[src/rtl/dff_pkg.sv]
// Shared constants for the d_flip_flop register family.
//   DFF_WIDTH       default data width
//   DFF_MAX_WIDTH   widest vector default_rst_val() can describe
//   default_rst_val default reset vector (all zeros), cast down by the user
package dff_pkg;

  localparam int unsigned DFF_WIDTH     = 4;
  localparam int unsigned DFF_MAX_WIDTH = 256;

  function automatic logic [DFF_MAX_WIDTH-1:0] default_rst_val();
    return '0;
  endfunction

endpackage

[src/rtl/dff_stage.sv]
// WIDTH-bit register with synchronous active-high reset and load enable.
//   clk     rising-edge clock
//   rst     synchronous reset, loads RST_VAL (priority over enable)
//   enable  1 = capture d, 0 = hold
//   d       data in
//   q       registered data out
module dff_stage #(
  parameter int unsigned            WIDTH   = 4,
  parameter logic [WIDTH-1:0]       RST_VAL = '0
) (
  input  logic             clk,
  input  logic             rst,
  input  logic             enable,
  input  logic [WIDTH-1:0] d,
  output logic [WIDTH-1:0] q
);

  always_ff @(posedge clk) begin
    if (rst) begin
      q <= RST_VAL;
    end else if (enable) begin
      q <= d;
    end
  end

endmodule

[src/rtl/d_flip_flop.sv]
// WIDTH-bit D register with a redundant shadow copy and sticky mismatch flag.
//   clk       rising-edge clock
//   rst       synchronous reset, active-high
//   enable    load enable (1 = capture d, 0 = hold)
//   d         data in
//   inj_err   when set on a load edge the shadow captures d with bit 0 inverted
//   q         registered data out
//   mismatch  sticky; set one edge after q and shadow are seen to differ
module d_flip_flop
  import dff_pkg::*;
#(
  parameter int unsigned      WIDTH     = DFF_WIDTH,
  parameter logic [WIDTH-1:0] RST_VAL   = WIDTH'(default_rst_val()),
  parameter bit               SHADOW_EN = 1'b1
) (
  input  logic             clk,
  input  logic             rst,
  input  logic             enable,
  input  logic [WIDTH-1:0] d,
  input  logic             inj_err,
  output logic [WIDTH-1:0] q,
  output logic             mismatch
);

  dff_stage #(
    .WIDTH   (WIDTH),
    .RST_VAL (RST_VAL)
  ) u_main (
    .clk    (clk),
    .rst    (rst),
    .enable (enable),
    .d      (d),
    .q      (q)
  );

  generate
    if (SHADOW_EN) begin : g_shadow
      logic [WIDTH-1:0] shadow_d;
      logic [WIDTH-1:0] shadow_q;
      logic             mismatch_r;

      // Bit-0 flip written per bit so WIDTH=1 needs no zero-width replication.
      always_comb begin
        shadow_d    = d;
        shadow_d[0] = d[0] ^ inj_err;
      end

      dff_stage #(
        .WIDTH   (WIDTH),
        .RST_VAL (RST_VAL)
      ) u_shadow (
        .clk    (clk),
        .rst    (rst),
        .enable (enable),
        .d      (shadow_d),
        .q      (shadow_q)
      );

      // Compares the registered copies, so the flag trails the divergence by one edge.
      always_ff @(posedge clk) begin
        if (rst) begin
          mismatch_r <= 1'b0;
        end else begin
          mismatch_r <= mismatch_r | (q != shadow_q);
        end
      end

      assign mismatch = mismatch_r;
    end else begin : g_no_shadow
      logic unused_inj_err;
      assign unused_inj_err = inj_err;
      assign mismatch       = 1'b0;
    end
  endgenerate

endmodule

[config.mk]
export PLATFORM = sky130hd
export DESIGN_NAME = d_flip_flop
export DESIGN_NICKNAME = d
export VERILOG_FILES = /design/src/rtl/dff_pkg.sv /design/src/rtl/dff_stage.sv /design/src/rtl/d_flip_flop.sv
export SDC_FILE = /design/constraint.sdc
export NUM_CORES = 1
export LEC_CHECK = 0
export BUFFER_PORTS_ARGS = -buffer_cell sky130_fd_sc_hd__buf_4
export CAP_MARGIN = 20
export CORE_AREA = 8 8 45 47
export DETAILED_ROUTE_END_ITERATION = 10
export DIE_AREA = 0 0 53 55
export SETUP_SLACK_MARGIN = 0.5
export SLEW_MARGIN = 10
export SYNTH_ARGS = -nofsm -noshare
export SYNTH_HDL_FRONTEND = slang
export SYNTH_SLANG_ARGS = --single-unit
[constraint.sdc]
create_clock -name clk -period 1.8 [get_ports clk]
set_clock_uncertainty 0.05 [all_clocks]
set_input_delay 0.18 -clock clk [delete_from_list [all_inputs] [get_ports clk]]
set_output_delay 0.18 -clock clk [all_outputs]
set_load 0.05 [all_outputs]
==> impl_metrics.py, run 1 <==
metrics = {
    "run_status": {
        "status": "finished clean",
    },
    "finish": {
        "n_antenna_cell": 0,
        "final_area_um2": 350,
        "drive_gt1_share_pct": 45.7,
        "multi_input_area_um2": 93.8,
        "areaGrowthSynthToFinish_pct": 41.4,
        "final_common_cell": "buf_4",
        "final_cell_mix": "buf_4 (12), dfxtp_1 (6), nor2_1 (5)",
        "fin_util_pct": 25.3,
        "ff_latch_area_um2": 120,
        "nNetsFinal": 45,
        "fill_cells": 159,
    },
    "synthesis": {
        "avgSynthCellArea_um2": 10.3,
        "synth_area_leaders": "dfxtp_1 (48%), mux2i_1 (16%), buf_4 (12%), nor2_1 (7.6%), xnor2_1 (7.1%)",
        "netlist_area_um2": 248,
        "ys_seq_area_share_pct": 48.5,
        "yosysWarnings": 0,
        "synth_top_area_share_pct": 48.5,
        "synth_top_area_cell": "dfxtp_1",
        "syn_nets": 32,
        "syn_inst": 24,
        "synth_cell_types": 8,
        "ys_ff_latch": 6,
    },
    "critical_path": {
        "cp_num_cells": 1,
        "max_stage_delay_ps": 360,
        "reg2reg_depth": 2,
        "arrival_ps": 810,
        "cp_data_required_time_ps": 1570,
        "timing.rr.start": "u_main.q[0]",
        "r2r_slack_ps": 1070,
        "path_class": "reg2out",
        "crit_end": "q[0]",
        "critPathBufInv": 1,
        "reg2reg_to": "mismatch",
        "crit_path_top_delay_cell": "dfxtp_1",
        "cp_max_fo": 3,
        "worst_setup_path_start_kind": "flop",
        "end_kind": "primary output",
        "path_delay_family": "flip-flops",
        "critPathLaunch": "u_main.q[0]",
        "path_cells": "buf_4",
    },
    "clocking": {
        "clock_latency_ps": 240,
        "cts.sinks": 6,
        "ctsHoldBuffers": 0,
        "cts_tree": "done",
        "numCtsBuffers": 3,
        "cts-root-buf": "clkbuf_4",
        "h-tree-depth": 1,
        "cts_setup_buffers": 0,
        "clock_path_buffers": 2,
        "clkSlewWorstSetupHoldPaths_ps": 50,
        "ctsResizeCount": 0,
    },
    "timing": {
        "hold_violations": 0,
        "rsz0062_at_grt": "false",
        "setup_viol": 0,
        "slew_viol_final": 0,
        "fin_crit_sh_pct": 57.9,
        "finalCriticalPeriod_ps": 1040,
        "tns_ps": 0,
        "slew_headroom_pct": 90.1,
        "worstMarginPinSlew_ps": 144,
        "fmax_mhz": 960,
    },
    "grt": {
        "antenna_found_initial": 0,
        "first_global_vias": 217,
        "grt_pass1_wl_um": 765,
        "grt.total_usage_pct": 3.82,
        "grt_start_max_net_pins": 7,
        "grt-ovfl-total": 0,
    },
    "die": {
        "core_area_um2": 1380,
        "dieArea_um2": 2920,
        "fp.dieW_um": 53,
        "core.rowCount": 14,
        "die_h_um": 55,
        "start_util_pct": 17.9,
        "pin_count": 13,
    },
    "routing": {
        "vias_per_cell": 3.76,
        "ant_nets": 0,
        "drc_errors": 0,
        "drt-initial-drc-count": 1,
        "dr.pass1.iters": 2,
        "dr_total_vias": 192,
        "wl_um": 509,
        "wl_per_cell_um": 9.98,
    },
    "hold_path": {
        "hold_class": "in2reg",
    },
    "power": {
        "p_per_area_nw_per_um2": 979,
        "p_leak_uw": 0.000166,
        "vdd_ir_drop_max_v": 0.000377,
    },
    "place": {
        "placed_area_um2": 328,
        "gp_congestion": 0.655,
        "port_buffers": 12,
    },
    "flow_run": {
        "drv_cap": 0,
    },
}
## registers in the layout, summed over array words and instances, names as in the netlist
| name | count |
|---|---|
| mismatch | 1 |
| u_main.q | 4 |
| g_shadow.u_shadow.q | 1 |
## per-layer routing
metal	routed length, um	GRT usage [%]
met1	226	3.79
met2	252	5.66
met3	31	2.67
met4	0	2.59
met5	0	0
## Yosys cell counts
| library cell | instances |
|---|---|
| a211oi_2 | 1 |
| a21oi_1 | 1 |
| inv_1 | 1 |
| dfxtp_1 | 6 |
| nor2_1 | 5 |
| buf_4 | 4 |
| mux2i_1 | 4 |
| xnor2_1 | 2 |
## where the power goes
group	leakage (uW)	internal [uW]	switching, uW	total (uW)
Sequential	0.0000497	143	5.55	149
Clock	0.0000138	75.2	44.6	120
Combinational	0.000102	30.6	44.1	74.7
## metrics by stage
step / hold WS, ps / worst slack, ps / power, uW / std cells
after detailed placement: 352 / 1000 / 227 / 48
after floorplan: 195 / 750 / 204 / 24
after global placement: 349 / 1020 / 227 / 48
after global routing: 101 / 715 / 366 / 51
final: 97.7 / 758 / 343 / 51
after CTS: 100 / 747 / 351 / 51
## logic make-up after synthesis
logic type	share of synthesized area (%)
buffers and inverters	13.6
AND/OR/NAND/NOR	7.58
multiplexers	16.2
AO/OA/AOI/OAI	7.07
XOR/XNOR	7.07
flip-flops	48.5
## worst register-to-register path: stages (launching register included)
cell and delay [ps]:
dfxtp_1 360, xnor2_1 130, a21oi_1 70
## how the worst min path moves through the flow
stage          from                      to  slack (ps)  cells after the start
3_3_place_gp    rst  g_shadow.u_shadow.q[0]         350                      2
6_report        rst  g_shadow.u_shadow.q[0]         100                      2
4_1_cts         rst  g_shadow.u_shadow.q[0]         100                      2
2_1_floorplan   rst  g_shadow.u_shadow.q[0]         190                      1
5_1_grt         rst  g_shadow.u_shadow.q[0]         100                      2
3_5_place_dp    rst  g_shadow.u_shadow.q[0]         350                      2
## cell type report
type	count	share of cell area [%]
Clock buffer	3	6.43
Multi-Input combinational cell	13	26.8
Timing Repair Buffer	12	25.7
Sequential cell	6	34.3
Tap cell	16	5.71
Inverter	1	1.07
No activity file was read; power rests on OpenSTA's default activity.
==> run 2, diff against run 1 <==
clock period = 1.05 ns   (was 1.8 ns; I/O delays follow)
==> impl_metrics.py, run 2 (same netlist as run 1, synthesis figures left out) <==
metrics = {
    "routing": {
        "dr_total_vias": 196,
        "vias_per_cell": 3.77,
        "dr.pass1.iters": 1,
        "ant_nets": 0,
        "wl_per_cell_um": 11.1,
        "drt-initial-drc-count": 0,
        "drc_errors": 0,
        "wl_um": 578,
    },
    "timing": {
        "tns_ps": 0,
        "rsz0062_at_grt": "true",
        "finalCriticalPeriod_ps": 882,
        "setup_viol": 0,
        "slew_viol_final": 0,
        "fin_crit_sh_pct": 84.0,
        "slew_headroom_pct": 89.7,
        "fmax_mhz": 1130,
        "worstMarginPinSlew_ps": 154,
        "hold_violations": 0,
    },
    "critical_path": {
        "reg2reg_depth": 3,
        "path_delay_family": "flip-flops",
        "crit_path_top_delay_cell": "dfxtp_4",
        "max_stage_delay_ps": 350,
        "cp_max_fo": 2,
        "arrival_ps": 730,
        "cp_data_required_time_ps": 890,
        "worst_setup_path_start_kind": "flop",
        "r2r_slack_ps": 220,
        "timing.rr.start": "u_main.q[0]",
        "critPathBufInv": 1,
        "path_cells": "buf_8",
        "end_kind": "primary output",
        "reg2reg_to": "mismatch",
        "path_class": "reg2out",
    },
    "finish": {
        "areaGrowthSynthToFinish_pct": 68.7,
        "largest_register": "u_main.q",
        "final_cell_mix": "buf_4 (8), buf_8 (5), mux2i_1 (4), nor2_1 (4), dfxtp_2 (4)",
        "n_antenna_cell": 0,
        "largest_reg_flops": 4,
        "final_area_um2": 418,
        "final_cell_count_no_fill": 52,
        "final_common_cell": "buf_4",
        "drive_gt1_share_pct": 69.4,
        "nNetsFinal": 46,
    },
    "hold_path": {
        "hp-start": "rst",
        "hold_class": "in2reg",
        "hold_end": "u_main.q[1]",
        "whs_path_depth": 2,
    },
    "grt": {
        "grt-ovfl-total": 0,
        "first_global_vias": 232,
        "grt_pass1_wl_um": 1010,
        "grt_start_max_net_pins": 7,
        "grt.total_usage_pct": 5.24,
        "antenna_found_initial": 0,
    },
    "flow_run": {
        "drv_cap": 0,
    },
    "power": {
        "fin_total_pwr_uw": 632,
        "p_leak_uw": 0.000187,
        "p_per_area_nw_per_um2": 1510,
        "vdd_ir_drop_max_v": 0.000472,
    },
    "clocking": {
        "cts_tree": "done",
        "cts-root-buf": "clkbuf_4",
        "cts.sinks": 6,
        "clkSlewWorstSetupHoldPaths_ps": 50,
        "numCtsBuffers": 3,
        "h-tree-depth": 1,
        "clock_path_buffers": 2,
        "clock_latency_ps": 240,
    },
    "place": {
        "port_buffers": 12,
        "dpl.hpwl_um": 465,
        "dp.cells": 48,
        "placed_area_um2": 343,
        "gp_congestion": 0.655,
    },
    "run_status": {
        "status": "finished clean",
    },
    "die": {
        "die_h_um": 55,
        "dieArea_um2": 2920,
        "start_util_pct": 17.9,
        "core.rowCount": 14,
        "pin_count": 13,
        "fp.dieW_um": 53,
        "core_area_um2": 1380,
    },
}
[run 2: cell type report]
class                           count  area (um^2)
Multi-Input combinational cell     13          104
Fill cell                         154          966
Inverter                            1         3.75
Tap cell                           16         20.0
Clock buffer                        3         22.5
Sequential cell                     6          133
Timing Repair Buffer               13          135
[run 2: metal layers]
layer  wire [um]  global-route usage (%)
met1         177                    3.95
met2         339                    8.20
met3          54                    3.48
met4           6                    6.47
met5           0                       0
[run 2: power by group]
part	total [uW]	internal [uW]	switching [uW]
Combinational	156	77.4	78.3
Clock	214	129	84.2
Sequential	262	247	15.0
[run 2: repair_timing]
action	in CTS	in global routing
hold buffers	0	0
resized for setup	11	0
setup buffers	1	0
endpoints found under the hold margin	0	0
pin swaps	1	1
gates cloned	0	0
endpoints found under the setup margin	11	11
[run 2: stage by stage]
stage               hold WS [ps]  worst slack [ps]  utilization (%)
finish                      11.6               168             30.2
floorplan                    114               260                -
global route                15.0               134             30.2
global placement             269               354             24.8
detailed placement           276               336             24.8
CTS                         8.16               148             30.2
[run 2: worst max-delay path by stage]
stage,start,cells after the start,to
final,u_main.q[0],1,q[0]
after global placement,u_main.q[0],2,mismatch
after CTS,u_main.q[0],1,q[0]
after global routing,u_main.q[3],1,q[3]
after detailed placement,u_main.q[0],2,mismatch
after floorplan,u_main.q[0],2,mismatch
